**config.mk**
```make
export PLATFORM = sky130hd
export DESIGN_NAME = inv_part_exerciser
export DESIGN_NICKNAME = d
export VERILOG_FILES = /design/src/rtl/inv_part_exerciser.sv
export SDC_FILE = /design/constraint.sdc
export NUM_CORES = 1
export LEC_CHECK = 0
export ABC_AREA = 1
export CAP_MARGIN = 20
export CORE_MARGIN = 2
export CORE_UTILIZATION = 35
export DETAILED_ROUTE_END_ITERATION = 6
export SYNTH_ARGS = -nofsm -noshare
export SYNTH_HDL_FRONTEND = slang
export SYNTH_SLANG_ARGS = --single-unit
```
**constraint.sdc**
```tcl
create_clock -name clk -period 2.7 [get_ports clk]
set_input_delay 0.405 -clock clk [delete_from_list [all_inputs] [get_ports clk]]
set_output_delay 0.405 -clock clk [all_outputs]
set_load 0.1 [all_outputs]
```
**src/rtl/inv_part_exerciser.sv**
```systemverilog
// Exhaustive vector driver/checker for a multi-channel inverter part (Y = ~A).
// Latency: 2^CHANNELS*(SETTLE+2) busy cycles per run, then a one-cycle done pulse.
// Backpressure: none; start is only honoured in IDLE and is dropped otherwise.
module inv_part_exerciser #(
    parameter int CHANNELS = 5,
    parameter int SETTLE   = 2
) (
    input  logic                clk,
    input  logic                rst_n,
    input  logic                start,
    output logic [CHANNELS-1:0] drive,
    input  logic [CHANNELS-1:0] sense,
    output logic                busy,
    output logic                done,
    output logic                pass,
    output logic [CHANNELS:0]   err_count,
    output logic [CHANNELS-1:0] fail_mask
);

    typedef enum logic [2:0] {
        IDLE,
        DRIVE,
        WAIT,
        SAMPLE,
        DONE
    } state_t;

    localparam logic [CHANNELS:0] LAST_VEC = {1'b0, {CHANNELS{1'b1}}};
    localparam logic [CHANNELS:0] ONE      = {{CHANNELS{1'b0}}, 1'b1};
    localparam logic [3:0]        SETTLE_L = 4'(SETTLE);

    state_t              state;
    logic [CHANNELS:0]   vec;
    logic [3:0]          settle_cnt;
    logic [CHANNELS-1:0] miss;

    // A healthy channel returns the complement of what is driven on it.
    assign miss = sense ^ ~drive;

    always_ff @(posedge clk or negedge rst_n) begin
        if (!rst_n) begin
            state      <= IDLE;
            vec        <= '0;
            settle_cnt <= '0;
            drive      <= '0;
            busy       <= 1'b0;
            done       <= 1'b0;
            pass       <= 1'b0;
            err_count  <= '0;
            fail_mask  <= '0;
        end else begin
            case (state)
                IDLE: begin
                    if (start) begin
                        err_count <= '0;
                        fail_mask <= '0;
                        vec       <= '0;
                        busy      <= 1'b1;
                        state     <= DRIVE;
                    end
                end
                DRIVE: begin
                    drive      <= vec[CHANNELS-1:0];
                    settle_cnt <= SETTLE_L;
                    state      <= WAIT;
                end
                WAIT: begin
                    settle_cnt <= settle_cnt - 4'd1;
                    if (settle_cnt == 4'd1) begin
                        state <= SAMPLE;
                    end
                end
                SAMPLE: begin
                    fail_mask <= fail_mask | miss;
                    if (miss != '0) begin
                        err_count <= err_count + ONE;
                    end
                    if (vec == LAST_VEC) begin
                        // Verdict includes this final sample so it is valid alongside done.
                        pass  <= (err_count == '0) && (miss == '0);
                        busy  <= 1'b0;
                        done  <= 1'b1;
                        state <= DONE;
                    end else begin
                        vec   <= vec + ONE;
                        state <= DRIVE;
                    end
                end
                DONE: begin
                    done  <= 1'b0;
                    state <= IDLE;
                end
                default: begin
                    state <= IDLE;
                end
            endcase
        end
    end

endmodule

```
## Word level (Yosys, flattened, before mapping)

Index checks and enable logic that the tools add are counted.

- Word-level logic and storage cells: 58
- Output and inout bits: 19
- Input bits: 8
- Flip-flop bits (word level): 32

- Multiplexer cells: 17
- Eq/ne operators: 11
- Reductions and logical operators: 15
- Bitwise logic cells: 3
- Add/subtract/negate cells: 3

Operators with widths:

| operator | number |
|---|---|
| $pmux W6 S2 | 2 |
| $mux W6 | 3 |
| $add A6 B1 Y6 const B | 2 |
| $pmux W3 S4 | 1 |
| $ne A2 B2 Y1 const B | 5 |
| $pmux W5 S2 | 1 |
| $mux W3 | 3 |
| $reduce_and A3 Y1 | 3 |
| $pmux W4 S2 | 1 |
| $reduce_and A2 Y1 | 4 |
| $eq A3 B2 Y1 const B | 2 |
| $eq A6 B5 Y1 const B | 1 |
| $logic_not A6 Y1 | 1 |
| $reduce_bool A2 Y1 | 3 |
| $logic_not A5 Y1 | 1 |
| $mux W5 | 1 |
| $not A5 Y5 | 1 |
| $or A5 B5 Y5 | 1 |
| $reduce_bool A5 Y1 | 1 |
| $xor A5 B5 Y5 | 1 |
| $eq A4 B1 Y1 const B | 1 |
| $pmux W1 S2 | 2 |
| $sub A4 B1 Y4 const B | 1 |
| $eq A3 B1 Y1 const B | 1 |
| other kinds (4) | 6 |

## Depth between registers and ports, before layout

- Depth after elaboration: 5
- Depth in mapped cells: 9
- Mapped depth without buffers: 9

## Worst setup path before layout

No wires, ideal clock.

- Kind: register to register
- Start: register err_count[1]
- End: register err_count[4]
- Period minus slack after synthesis: 1778 ps
- Data arrival time: 1656 ps
- Buffers on the path: 0
- Cell stages (with the launch flop): 7
- Setup slack: 922 ps
- Setup time: 123 ps
- Required time: 2577 ps
- Path through: dfrtp_1 -> ha_1 -> nand2_1 -> inv_1 -> nand3_1 -> nand4_1 -> nand2_1

- Cells in the longest elaborated chain, start to end: 3

Ends and longest elaborated chain:

| what | line | RTL |
|---|---|---|
| start, declared | 16 | `output logic [CHANNELS:0] err_count,` |
| start signal, assigned | 76 | `err_count <= err_count + ONE;` |
| $add A6 B1 Y6 | 76 |  |
| $mux W6 | 75 | `if (miss != '0) begin` |
| $pmux W6 S2 | 52 | `case (state)` |

No other way between the ends. The select of a mux whose other input is x is not followed.
A chain may end at the register's enable or synchronous reset.

## Final worst setup path

- Start: register state[2]
- End: register vec[3]

- Cells in the longest elaborated chain, start to end: 3
- Elaborated cells on any way between the ends: 7
- Those cells by class: eq/ne (3); mux (1); reduce/logical (3)

Ends and longest elaborated chain:

| what | line | RTL |
|---|---|---|
| start, declared | 32 | `state_t state;` |
| start signal, assigned | 42 | `state <= IDLE;` |
| start signal, assigned | 59 | `state <= DRIVE;` |
| start signal, assigned | 65 | `state <= WAIT;` |
| $eq A3 B2 Y1 / $logic_not A3 Y1 (equally long branches) | 52 |  |
| $ne A2 B2 Y1 (no line) / $reduce_bool A2 Y1 (equally long branches) | - |  |
| $reduce_and A3 Y1 (no line) | - |  |
| end signal, assigned | 85 | `vec <= vec + ONE;` |
| end, declared | 33 | `logic [CHANNELS:0] vec;` |

Parallel ways exist; a longest one is shown, timed or not.

==> flow_summary.yaml <==
global_routing:
  globalRoute.totalOverflow: 0
  number_of_global_route_vias_before_repair: 1276
  grt_first_pass_wirelength_um: 5823
  grt_antenna_before_repair: 0
  grt_use_total: 0.1499
  largest_net_degree_at_the_start_of_global_routing: 33
logic_synthesis:
  synth_top_family_by_area: "simple AND/OR/NAND/NOR gates"
  synthesized_area_per_cell_um2: 8.278
  fraction_of_the_mapped_netlist_area_in_compound_gates: 0.09308
  synth_simple_gate_area_frac: 0.2530
  synth_cells: 190
  postSynthRegisterBits: 32
  post_synth_fa_ha_maj_area_fraction: 0.03978
  synth_sequential_area_ratio: 0.5091
  synth_top_flop_cell: "dfrtp_1"
  synth_edf_count: 0
  syn_nets: 203
  xor_xnor_cell_area_share_of_the_yosys_netlist: 0.02784
  synth.area.mux_share: 0.007160
  syn_area_um2: 1573
  ys_async_sr_fraction: 1.000
  yosysWarningCount: 0
  synth_cell_types: 24
drt:
  route.detailed.wl_per_inst_um: 11.71
  vias: 1299
  vias_per_cell: 4.707
  detail-route-antenna-nets: 0
  routed_wirelength_um: 3232
  detail_route.first_pass.iterations: 4
  drc_errors_left: 0
  drt_first_iter_violations: 59
place:
  buffers_added_on_ports: 26
  place.detailed.instances: 268
  gp_routability_congestion: 0.8126
  hpwlAfterDp_um: 2328
  placement_cell_area_um2: 1853
sta:
  clock.fmax_ghz: 0.6283
  drv_slew: 0
  timing_worst_slew_pin_value_ps: 495.7
  hold_viol: 0
  fin_hold_ws_ps: 507.2
  relSlewSlack: 0.6683
  timing.final.setup_violations: 0
  rsz_0062_raised_after_global_routing: "no"
  timing.final.crit_share: 0.5895
  fin_skew_ps: 6.361
  timing.setup.tns_ps: 0
  fin_crit_ps: 1592
layout:
  diodes: 0
  fin_area_um2: 1946
  post_route_cells_drive_above_1_share: 0.1696
  finish.net_count: 236
  final_cell_count_no_fill: 276
  ff_latch_area_um2: 800.8
  multi_input_area_um2: 661.9
  layout_common_cells: "nand2_1, dfrtp_1, inv_1"
  synthToLayoutAreaGrowth_pct: 23.71
  fillers: 454
  final_common_cell: "nand2_1"
floorplan:
  fp.dieArea_um2: 5046
  start_util: 0.3612
  dieWidth_um: 71.04
  core_region_area_um2: 4354
  boundaryPins: 27
  fp.dieH_um: 71.04
  placementRows: 24
clock_tree:
  tritoncts_num_sinks: 32
  clk_transition_reported_paths_ps: 70
  cts_repair_resize_count: 0
  cts_root_buffer: "clkbuf_8"
  cts.repair_timing.setup_buffer_count: 0
  cts_tree: "built"
  cts-buffers-inserted: 5
  number_of_buffers_on_the_longest_clock_path: 2
  clock_tree.htree_level_count: 2
  cts.hold.buffers_added: 0
  clk_latency_ps: 290
run_status:
  run_status: "finished, final reports clean"
worst_setup_path:
  startpoint_type: "flop"
  worst-path-max-fanout: 16
  cp.required_ps: 2910
  cp.arrival_ps: 1810
  crit_type: "reg -> reg"
  critPathCaptureType: "flop"
power_and_ir_drop:
  fin_total_pwr_uw: 2213
  p_leak_uw: 0.0009657
  power_density_nw_per_um2: 1137
  worst_vdd_ir_v: 0.0007546
worst_hold_path:
  holdCritPathClass: "in -> async"
run:
  number_of_maximum_capacitance_violations: 0
-- sequential cells by signal (all words and copies together) (netlist names) --
name and flops:
vec 6, fail_mask 5, settle_cnt 4, done 1, pass 1, drive 5
busy 1, state 3, err_count 6
-- layout make-up --
cell class                      count  area share
Clock buffer                        6     0.04244
Clock inverter                      2    0.005145
Inverter                           28     0.05402
Multi-Input combinational cell    129      0.3402
Sequential cell                    32      0.4116
Tap cell                           52     0.03344
Timing Repair Buffer               27      0.1132
-- metrics by stage --
step           setup WS [ps]    util
2_1_floorplan          921.8       -
3_3_place_gp           968.4  0.4256
3_5_place_dp           959.3  0.4256
4_1_cts                 1082  0.4468
5_1_grt                891.4  0.4468
6_report                1108  0.4468
-- worst max-delay path, cell delays in order, from the launching register on --
cell	delay, ps
dfrtp_1	380
inv_1	70
nand2_1	100
nor2_4	360
inv_2	130
o21ai_2	120
nand2_2	120
inv_2	120
nand2_1	60
o21ai_1	70
-- cell usage after synthesis, drive strengths merged (3+ instances only) --
library cell,instances,area [µm²]
a21oi,5,25.02
a31oi,3,18.77
dfrtp,32,800.8
ha,5,62.56
inv,28,105.1
nand2,48,185.2
nand3,17,90.09
nand4,3,18.77
nor2,18,75.07
nor3,3,15.01
o21ai,16,83.83
o22ai,3,18.77
xnor2,4,35.03
-- cells by family after synthesis --
logic type                 Yosys count
AOI/OAI and AO/OA                   27
DFF                                 32
adders and majority gates            5
and+or+nand+nor                     91
xor gates and xnor gates             5
muxes                                1
buffers and inverters               29
-- final timing paths --
check | startpoint | endpoint | slack, ps | cells after the start
hold / removal | rst_n | vec[3]$_DFFE_PN0P_ | 510 | 2
setup / recovery | state[2]$_DFFE_PN0P_ | vec[3]$_DFFE_PN0P_ | 1110 | 9
min in group clk | pass$_DFFE_PN0P_ | pass$_DFFE_PN0P_ | 510 | 2
setup reg to reg | state[2]$_DFFE_PN0P_ | vec[3]$_DFFE_PN0P_ | 1110 | 9
max in group asynchronous | rst_n | fail_mask[2]$_DFFE_PN0P_ | 1880 | 2
hold reg to reg | pass$_DFFE_PN0P_ | pass$_DFFE_PN0P_ | 510 | 2
-- power by group --
group	switching, µW	internal [µW]
logic	845	270
clock network	181	203
registers	109	604
-- metal layers --
metal | GRT usage | up-vias | part of all wire
li1 | - | 677 | -
met1 | 0.2027 | 593 | 0.48
met2 | 0.2285 | 23 | 0.46
met3 | 0.03989 | 6 | 0.043
met4 | 0.06289 | 0 | 0.015
met5 | 0 | - | 0
(Power assumes the default switching activity.)
